[config.mk]
export PLATFORM = sky130hd
export DESIGN_NAME = sim_ctrl_monitor
export DESIGN_NICKNAME = d
export VERILOG_FILES = /design/src/rtl/sim_ctrl_pkg.sv /design/src/rtl/sim_ctrl_fifo.sv /design/src/rtl/sim_ctrl_monitor.sv
export SDC_FILE = /design/constraint.sdc
export NUM_CORES = 1
export LEC_CHECK = 0
export BUFFER_PORTS_ARGS = -buffer_cell sky130_fd_sc_hd__buf_2
export CORE_ASPECT_RATIO = 1.1
export CORE_MARGIN = 2
export CORE_UTILIZATION = 35
export CTS_CLUSTER_SIZE = 30
export DETAILED_ROUTE_END_ITERATION = 10
export HOLD_SLACK_MARGIN = 0.05
export PLACE_DENSITY = 0.51
export SYNTH_ARGS = -nofsm -noshare
export SYNTH_HDL_FRONTEND = slang
export SYNTH_SLANG_ARGS = --single-unit
[constraint.sdc]
create_clock -name clk_i -period 3.1 [get_ports clk_i]
set_input_delay 0.155 -clock clk_i [delete_from_list [all_inputs] [get_ports clk_i]]
set_output_delay 0.155 -clock clk_i [all_outputs]
set_load 0.05 [all_outputs]
[src/rtl/sim_ctrl_pkg.sv]
// Shared constants and state type for the simulation-control monitor.
package sim_ctrl_pkg;

    localparam logic [31:0] OFF_CONSOLE   = 32'h0000_0000;
    localparam logic [31:0] OFF_HEARTBEAT = 32'h0000_0004;
    localparam logic [31:0] OFF_TIMEOUT   = 32'h0000_0008;
    localparam logic [31:0] OFF_DONE      = 32'h0000_0010;

    localparam logic [15:0] FAIL_TAG     = 16'hFA11;
    localparam logic [15:0] TIMEOUT_CODE = 16'hFFFF;

    typedef enum logic [1:0] {
        RUN,
        DRAIN,
        HALT
    } sim_state_e;

endpackage

[src/rtl/sim_ctrl_fifo.sv]
// Synchronous FIFO with a registered head word and full/empty flags.
// Pointers carry one extra wrap bit so full and empty can be told apart.
module sim_ctrl_fifo #(
    parameter int WIDTH = 8,
    parameter int DEPTH = 16
) (
    input  logic             i_clk,
    input  logic             i_rst_n,
    input  logic             i_push,
    input  logic [WIDTH-1:0] i_data,
    input  logic             i_pop,
    output logic [WIDTH-1:0] o_head,
    output logic             o_full,
    output logic             o_empty
);
    localparam int PW = $clog2(DEPTH);

    logic [WIDTH-1:0] r_mem [DEPTH];
    logic [PW:0]      r_wrPtr;
    logic [PW:0]      r_rdPtr;
    logic [WIDTH-1:0] r_head;
    logic [PW:0]      w_count;
    logic [PW:0]      w_rdNext;
    logic             w_doPop;
    logic             w_doPush;
    logic             w_oneLeft;

    assign o_empty   = (r_wrPtr == r_rdPtr);
    assign o_full    = (r_wrPtr[PW] != r_rdPtr[PW]) &&
                       (r_wrPtr[PW-1:0] == r_rdPtr[PW-1:0]);
    assign w_count   = r_wrPtr - r_rdPtr;
    assign w_rdNext  = r_rdPtr + (PW+1)'(1);
    assign w_oneLeft = (w_count == (PW+1)'(1));
    assign w_doPop   = i_pop & ~o_empty;
    assign w_doPush  = i_push & (~o_full | w_doPop);
    assign o_head    = r_head;

    // Storage array; contents are only meaningful between the pointers, so no reset.
    always_ff @(posedge i_clk) begin
        if (w_doPush) begin
            r_mem[r_wrPtr[PW-1:0]] <= i_data;
        end
    end

    // Pointer advance and head register: the head is refilled from the array on a
    // pop, or straight from the push data when the FIFO is (or becomes) empty.
    always_ff @(posedge i_clk or negedge i_rst_n) begin
        if (!i_rst_n) begin
            r_wrPtr <= '0;
            r_rdPtr <= '0;
            r_head  <= '0;
        end else begin
            if (w_doPush) begin
                r_wrPtr <= r_wrPtr + (PW+1)'(1);
            end
            if (w_doPop) begin
                r_rdPtr <= w_rdNext;
            end
            if (w_doPush && (o_empty || (w_doPop && w_oneLeft))) begin
                r_head <= i_data;
            end else if (w_doPop && !w_oneLeft) begin
                r_head <= r_mem[w_rdNext[PW-1:0]];
            end
        end
    end

endmodule

[src/rtl/sim_ctrl_monitor.sv]
// Passive monitor that snoops CPU bus writes to a small control-register bank:
// console FIFO, watchdog, pass/fail exit code and a drain-then-finish sequence.
module sim_ctrl_monitor
    import sim_ctrl_pkg::*;
#(
    parameter logic [31:0] BASE_ADDR    = 32'h80F6_00C0,
    parameter logic [31:0] DONE_MAGIC   = 32'h0000_DEAD,
    parameter int          CON_DEPTH    = 16,
    parameter int          WDOG_W       = 32,
    parameter logic [WDOG_W-1:0] WDOG_DEFAULT = '0
) (
    input  logic        clk_i,
    input  logic        rst_ni,
    input  logic        data_req_i,
    input  logic        data_gnt_i,
    input  logic        data_we_i,
    input  logic [3:0]  data_be_i,
    input  logic [31:0] data_addr_i,
    input  logic [31:0] data_wdata_i,
    output logic        con_valid_o,
    output logic [7:0]  con_data_o,
    input  logic        con_ready_i,
    output logic        con_overflow_o,
    output logic        done_o,
    output logic        pass_o,
    output logic        timeout_o,
    output logic [15:0] exit_code_o,
    output logic        finish_o
);
    sim_state_e        r_state;
    logic [WDOG_W-1:0] r_wdog;
    logic [WDOG_W-1:0] r_timeout;
    logic              r_overflow;
    logic              r_done;
    logic              r_pass;
    logic              r_timedOut;
    logic [15:0]       r_exitCode;
    logic              r_finish;

    logic w_wr;
    logic w_running;
    logic w_hitCon;
    logic w_hitHb;
    logic w_hitTo;
    logic w_isPass;
    logic w_isFail;
    logic w_hitDone;
    logic w_expire;
    logic w_fifoFull;
    logic w_fifoEmpty;

    assign w_wr      = data_req_i & data_gnt_i & data_we_i;
    assign w_running = (r_state == RUN);
    assign w_hitCon  = w_running & w_wr & data_be_i[0] &
                       (data_addr_i == BASE_ADDR + OFF_CONSOLE);
    assign w_hitHb   = w_running & w_wr & (|data_be_i) &
                       (data_addr_i == BASE_ADDR + OFF_HEARTBEAT);
    assign w_hitTo   = w_running & w_wr & (data_be_i == 4'hF) &
                       (data_addr_i == BASE_ADDR + OFF_TIMEOUT);
    assign w_isPass  = (data_wdata_i == DONE_MAGIC);
    assign w_isFail  = (data_wdata_i[31:16] == FAIL_TAG);
    assign w_hitDone = w_running & w_wr & (data_be_i == 4'hF) &
                       (data_addr_i == BASE_ADDR + OFF_DONE) & (w_isPass | w_isFail);
    assign w_expire  = w_running & (r_wdog == WDOG_W'(1)) & ~w_hitHb & ~w_hitTo;

    sim_ctrl_fifo #(
        .WIDTH (8),
        .DEPTH (CON_DEPTH)
    ) u_fifo (
        .i_clk   (clk_i),
        .i_rst_n (rst_ni),
        .i_push  (w_hitCon),
        .i_data  (data_wdata_i[7:0]),
        .i_pop   (con_ready_i),
        .o_head  (con_data_o),
        .o_full  (w_fifoFull),
        .o_empty (w_fifoEmpty)
    );

    assign con_valid_o    = ~w_fifoEmpty;
    assign con_overflow_o = r_overflow;
    assign done_o         = r_done;
    assign pass_o         = r_pass;
    assign timeout_o      = r_timedOut;
    assign exit_code_o    = r_exitCode;
    assign finish_o       = r_finish;

    // Watchdog: reload on TIMEOUT or HEARTBEAT writes, otherwise count down; frozen once the run ends.
    always_ff @(posedge clk_i or negedge rst_ni) begin
        if (!rst_ni) begin
            r_wdog    <= WDOG_DEFAULT;
            r_timeout <= WDOG_DEFAULT;
        end else if (w_running) begin
            if (w_hitTo) begin
                r_wdog    <= data_wdata_i[WDOG_W-1:0];
                r_timeout <= data_wdata_i[WDOG_W-1:0];
            end else if (w_hitHb) begin
                r_wdog <= r_timeout;
            end else if (r_wdog != '0) begin
                r_wdog <= r_wdog - WDOG_W'(1);
            end
        end
    end

    // Sticky overflow flag: a console byte arrived while full with no pop to make room.
    always_ff @(posedge clk_i or negedge rst_ni) begin
        if (!rst_ni) begin
            r_overflow <= 1'b0;
        end else if (w_hitCon && w_fifoFull && !con_ready_i) begin
            r_overflow <= 1'b1;
        end
    end

    // Run-control FSM: latch the first terminating event, wait for the console to drain, then finish.
    always_ff @(posedge clk_i or negedge rst_ni) begin
        if (!rst_ni) begin
            r_state    <= RUN;
            r_done     <= 1'b0;
            r_pass     <= 1'b0;
            r_timedOut <= 1'b0;
            r_exitCode <= '0;
            r_finish   <= 1'b0;
        end else begin
            case (r_state)
                RUN: begin
                    if (w_hitDone) begin
                        r_state    <= DRAIN;
                        r_done     <= 1'b1;
                        r_pass     <= w_isPass;
                        r_exitCode <= w_isPass ? 16'h0000 : data_wdata_i[15:0];
                    end else if (w_expire) begin
                        r_state    <= DRAIN;
                        r_done     <= 1'b1;
                        r_pass     <= 1'b0;
                        r_timedOut <= 1'b1;
                        r_exitCode <= TIMEOUT_CODE;
                    end
                end
                DRAIN: begin
                    if (w_fifoEmpty) begin
                        r_state  <= HALT;
                        r_finish <= 1'b1;
                    end
                end
                HALT: begin
                    r_state <= HALT;
                end
                default: begin
                    r_state <= RUN;
                end
            endcase
        end
    end

endmodule
==> results of run 1 <==
==> power by group through the flow <==
stage	registers, mW	clock network [mW]	logic [mW]
floorplan	3.87	0	2.05
global placement	3.73	0	3.17
detailed placement	3.73	0	3.19
CTS	3.67	3.24	3.21
global route	3.71	3.35	3.48
finish	3.68	3.16	3.16
==> metrics by stage <==
step                      setup slack, ns  total power, mW
after floorplan                   0.01497            5.921
after global placement             0.1722            6.903
after detailed placement           0.1267            6.916
after CTS                         0.09937            10.13
after global routing              0.03926            10.54
final                              0.2058            9.997
==> cell type report <==
type | count | area, um^2
clock buffers | 27 | 633.1
inverters | 18 | 67.56
multi-input cells | 599 | 4033
fillers | 2915 | 17140
repair buffers | 185 | 1249
well taps | 414 | 518.0
flip-flops and latches | 233 | 6472
clock inverters | 18 | 235.2
==> flip-flops by register name, summed over array words and instances (netlist names) <==
register / flops
u_fifo.r_mem: 128
r_timeout: 32
r_wdog: 32
exit_code_o: 16
u_fifo.o_head: 8
u_fifo.r_rdPtr: 5
u_fifo.r_wrPtr: 5
r_state: 2
con_overflow_o: 1
done_o: 1
finish_o: 1
pass_o: 1
timeout_o: 1
==> per-layer routing <==
layer	vias to the layer above	GRT usage (%)	wire [um]
met2	181	32.24	14560
met3	54	1.963	1025
met5	-	0	0
met1	3765	23.96	12570
li1	3643	-	-
met4	0	5.769	851
==> cells by family after synthesis <==
| group | Yosys count |
|---|---|
| AND/OR/NAND/NOR | 373 |
| flip-flops | 233 |
| AO/OA/AOI/OAI | 140 |
| buffers and inverters | 60 |
| XOR/XNOR | 39 |
| multiplexers | 33 |
| adder cells (fa/ha/maj) | 14 |
==> layout by cell type (no fill, tap or decap), types with 5 or more instances in the layout <==
cell and instances:
a22oi_1 8, ha_1 13, nand4_1 12, bufinv_16 5, and2_1 14, nand2_1 181, a221o_1 7, dlygate4sd3_1 26
and3_1 5, xor2_1 16, o21ai_0 25, nor2_1 60, o211ai_1 22, nor4_1 12, nand3_1 17, or3_1 7
or4_1 9, mux4_2 32, buf_2 102, nor3b_1 6, xnor2_1 23, a21oi_1 17, o211a_1 7, a31oi_1 27
clkbuf_16 25, inv_1 18, buf_4 53, clkinv_1 5, dfrtp_1 104, edfxtp_1 128, nor3_1 23
==> timing repair <==
item / CTS / global route
setup endpoints to repair: 0 / 34
hold endpoints to repair: 112 / 0
setup buffers: 0 / 0
hold buffers: 26 / 0
gates resized for setup: 0 / 3
==> path summary, 6_finish.rpt <==
| kind | from | end | depth (start not counted) |
|---|---|---|---|
| max in group asynchronous | rst_ni | u_fifo.r_wrPtr[0] | 3 |
| hold / removal | con_ready_i | u_fifo.r_rdPtr[0] | 3 |
| hold reg to reg | r_timeout[25] | r_timeout[25] | 2 |
| min in group asynchronous | rst_ni | u_fifo.r_wrPtr[4] | 2 |
| setup / recovery | r_wdog[25] | r_wdog[25] | 7 |
| setup reg to reg | r_wdog[25] | r_wdog[25] | 7 |
==> tightest hold or removal path, delay by kind of cell <==
kind / cells / cell delay (ns)
XOR/XNOR: 1 / 0.08
buffers and inverters: 1 / 0.14
AND/OR/NAND/NOR: 1 / 0.19
==> results.cfg, run 1 <==
[drt]
vias = 7643
drt-initial-drc-count = 480
drtPass1Iterations = 5
wl_per_cell_um = 19.41
drc = 0
finalWirelength_mm = 29.00
via_per_inst = 5.116
ant_nets = 0

[synthesis]
synth_cells = 892
yosysWarningCount = 0
synth_xor_area_share_pct = 3.177
yosysMostFrequentCell = nand2_1
synth_edf_count = 128
synth-compound-area-share_pct = 9.262
ys_types = 64
synthSimpleGateAreaFrac_pct = 16.34
syn_area_per_cell_um2 = 12.05
synth_adder_area_share_pct = 1.699
yosys-top-cells-count = 181 x nand2_1, 128 x edfxtp_1, 105 x dfrtp_1, 60 x nor2_1, 32 x mux4_2
synth_area_um2 = 10750
ys_seq_elements = 233
synth_top_cell_area_share_pct = 35.75
synthMuxAreaShare_pct = 6.807
ys.flop_type = edfxtp_1
synth_top_family_by_area = simple AND/OR/NAND/NOR gates
ys_seq_area_share_pct = 60.18
synthesis.nets = 980
synthArstFlopShare_pct = 45.06
synth_area_leader_cell = edfxtp_1
synthTopCellsByArea = edfxtp_1 36%, dfrtp_1 24%, mux4_2 6.7%

[clocking]
cts_htree_levels = 1
clk_latency_ns = 0.54
clk_path_buf_depth = 3
clk_pin_slew_ns = 0.06
cts_root_buffer = clkbuf_16
tritoncts = done
numCtsBuffers = 25
cts.sink_count = 233

[power]
comb_power_share_pct = 31.6
power.internal_mw = 6.702
ir_drop_mv = 0.3739
clockPowerShare_pct = 31.7
power_density_nw_per_um2 = 756.9
p_sw_mw = 3.295
p_leak_nw = 5.194
power_frac_seq_pct = 36.8
switching_share_pct = 32.96

[worst_setup_path]
cp_slowest_cell = or4_4
path_cells = or3_4 -> or4_4 -> or4_4 -> a2111oi_4 -> nor2_4 -> buf_12 -> o22a_1
path_class = register to register
required_ns = 3.53
crit_top_cell = or4_4
critPathMaxFanout = 26
r2r_slack_ns = 0.21
crit_path_end_kind = register
cp-start-kind = register
path_buf_inv = 1
slowest_delay_ns = 0.55
cp.arrival_ns = 3.32
crit_family = simple AND/OR/NAND/NOR gates

[final_layout]
postLayoutCoreUtil_pct = 43.52
fin_area_um2 = 13210
drive_gt1_share_pct = 22.69
final_cells = 1494
fin_nets = 1150
synthToLayoutAreaGrowth_pct = 22.83
diodes = 0

[sta]
max_freq_mhz = 345.5
hold_ws_ns = 0.07929
layout_worst_path_cycle_share_pct = 93.36
timing.final.hold_violations = 0
period_needed_ns = 2.894
rsz0062_at_grt = false
setup_violations = 0
final.setup.tns_ns = 0
relSlewSlack_pct = 40.13
drv_slew = 0
tightest_slew_ns = 0.8921
finalClockSkew_ns = 0.01005

[global_route]
grt_pass1_wl_mm = 45.44
antenna_found_initial = 1
grt_pass1_vias = 7928
grt_util_all_layers_pct = 18.45
grt_max_degree = 57
grt-ovfl-total = 0

[floorplan]
die_area_um2 = 32140
coreArea_um2 = 30350
die_x_um = 171.1
rows = 67
fp.dieH_um = 187.8
initial_utilization_pct = 35.43
io_pins = 104

[run_status]
outcome = complete, no violations

[hold_path]
hold_path_class = input port to register

[placement]
gp_congestion = 0.7799
hpwl_mm = 19.70
dp.cells = 1423
place_area_um2 = 12060
port_buffers = 103

[run]
cap_viol_max_count = 0
(Power assumes the default switching activity.)
==> run 2, diff against run 1 <==
--- a/config.mk
+++ b/config.mk
@@ -5,14 +5,14 @@
 export SDC_FILE = /design/constraint.sdc
 export NUM_CORES = 1
 export LEC_CHECK = 0
-export BUFFER_PORTS_ARGS = -buffer_cell sky130_fd_sc_hd__buf_2
 export CORE_ASPECT_RATIO = 1.1
 export CORE_MARGIN = 2
 export CORE_UTILIZATION = 35
 export CTS_CLUSTER_SIZE = 30
 export DETAILED_ROUTE_END_ITERATION = 10
+export DONT_BUFFER_PORTS = 1
 export HOLD_SLACK_MARGIN = 0.05
-export PLACE_DENSITY = 0.51
+export PLACE_DENSITY = 0.48
 export SYNTH_ARGS = -nofsm -noshare
 export SYNTH_HDL_FRONTEND = slang
 export SYNTH_SLANG_ARGS = --single-unit
==> results.cfg, run 2 (synthesis gave the netlist of run 1 again) <==
[run_status]
outcome = complete, no violations

[global_route]
grt-ovfl-total = 0
grt_pass1_wl_mm = 46.05
grt_pass1_vias = 7632
grt_max_degree = 106
grt_util_all_layers_pct = 18.84
antenna_found_initial = 3

[drt]
drc = 0
vias = 7300
ant_nets = 0
drt-initial-drc-count = 500
wl_per_cell_um = 21.32
finalWirelength_mm = 29.94
via_per_inst = 5.199
drtPass1Iterations = 4

[floorplan]
initial_utilization_pct = 35.43
fp.dieH_um = 187.8
coreArea_um2 = 30350
io_pins = 104
die_area_um2 = 32140
rows = 67
die_x_um = 171.1

[clocking]
tritoncts = done
cts_htree_levels = 1
cts_root_buffer = clkbuf_16
post_cts_buffers = 0
cts.sink_count = 233
clk_latency_ns = 0.54
clk_pin_slew_ns = 0.06
clk_path_buf_depth = 3
numCtsBuffers = 26

[final_layout]
fin_nets = 1056
largest_reg_flops = 128
final_cells = 1404
fill_cells = 2957
drive_gt1_share_pct = 14.27
layout_commonest_cell = nand2_1
layout_common_cells = 181 x nand2_1, 128 x edfxtp_1, 104 x dfrtp_1, 60 x nor2_1, 51 x buf_4
synthToLayoutAreaGrowth_pct = 18.49

[worst_setup_path]
reg2reg_from = r_wdog[24]
path_class = register to register
critPathMaxFanout = 15
cp-start-kind = register
crit_path_end_kind = register
worstReg2RegEnd = r_wdog[8]
slowest_delay_ns = 0.55
r2r_slack_ns = 0.15
cp.arrival_ns = 3.36
cp_slowest_cell = or4_4
required_ns = 3.51
path_cells = or3_4 -> or4_4 -> or4_4 -> a2111oi_4 -> nor2_4 -> buf_4 -> nor2_1 -> a31oi_1
reg2reg_depth = 8
cp-endpoint = r_wdog[8]
crit_top_cell = or4_4
crit_start = r_wdog[24]

[power]
p_leak_nw = 4.821
ir_drop_mv = 0.5391
power_density_nw_per_um2 = 769.4

[sta]
relSlewSlack_pct = 30.15
period_needed_ns = 2.953
setup_violations = 0
fin_ws_ns = 0.1467
tightest_slew_ns = 1.044
timing.final.hold_violations = 0
final.setup.tns_ns = 0
rsz0062_at_grt = false
drv_slew = 0
layout_worst_path_cycle_share_pct = 95.27
finalClockSkew_ns = 0.009900
max_freq_mhz = 338.6

[placement]
gp_congestion = 0.8128
pre_cts_ws_ns = 0.1244
hpwl_mm = 19.39
dp.cells = 1317
port_buffers = 0

[hold_path]
hold_path_class = input port to register

[run]
cap_viol_max_count = 0
-- run 2: cell count changes in the layout (fill, tap and decap cells not counted), sizes merged --
| cell | previous run | this run |
|---|---|---|
| buf | 159 | 54 |
| bufinv | 5 | 2 |
| clkbuf | 27 | 34 |
| clkinv | 9 | 11 |
| clkinvlp | 3 | 1 |
| diode | 0 | 2 |
| dlygate4sd3 | 26 | 35 |
| inv | 19 | 18 |
| nor2 | 61 | 62 |
-- run 2: routing by layer --
metal  global-route usage [%]  vias to the layer above  routed length [um]
met4                    3.944                        0                 533
met1                    24.54                     3660               13340
met2                    33.19                      143               15010
met5                        0                        -                   0
li1                         -                     3459                   -
met3                    2.807                       38                1049
-- run 2: repair_timing --
item                       CTS  global route
hold buffers                36             0
gates resized for setup      0             1
hold endpoints to repair   327             0
setup endpoints to repair    0             5
-- run 2: through the flow --
step / total power, mW / cell area [um^2] / hold WS, ns / util, %
after floorplan: 5.921 / 10750 / -0.1406 / -
after global placement: 6.718 / 11490 / -0.1346 / 37.88
after detailed placement: 6.736 / 11490 / -0.1346 / 37.88
final: 9.803 / 12740 / 0.1072 / 41.98
after CTS: 9.927 / 12720 / 0.08730 / 41.91
after global routing: 10.33 / 12740 / 0.1398 / 41.97
-- run 2: area by class of cell --
class,count,area (um^2),area share [%]
diodes,2,5.005,0.03928
well taps,414,518.0,4.066
clock inverters,14,133.9,1.051
inverters,18,67.56,0.5303
multi-input cells,600,4033,31.65
clock buffers,34,710.7,5.578
flip-flops and latches,233,6472,50.80
repair buffers,89,800.8,6.285
-- run 2: report_power, final --
part           internal, mW  switching, mW
sequential             3.47          0.438
combinational          1.25           1.60
clock                  1.78           1.27
-- run 2: worst min-delay path by stage --
stage / startpoint / endpoint / slack, ns / depth (start not counted)
global placement: rst_ni / u_fifo.o_head[1] / -0.13 / 0
CTS: data_addr_i[4] / r_timeout[0] / 0.09 / 5
finish: data_addr_i[4] / con_overflow_o / 0.11 / 4
global route: data_addr_i[4] / r_timeout[0] / 0.14 / 5
floorplan: rst_ni / con_overflow_o / -0.14 / 0
detailed placement: rst_ni / u_fifo.o_head[1] / -0.13 / 0
-- run 2: worst max-delay path: cells and delay by family, from the launching register on --
kind / cells / cell delay [ns]
DFF: 1 / 0.41
AOI/OAI and AO/OA: 2 / 0.52
and+or+nand+nor: 5 / 1.68
buffers and inverters: 1 / 0.22
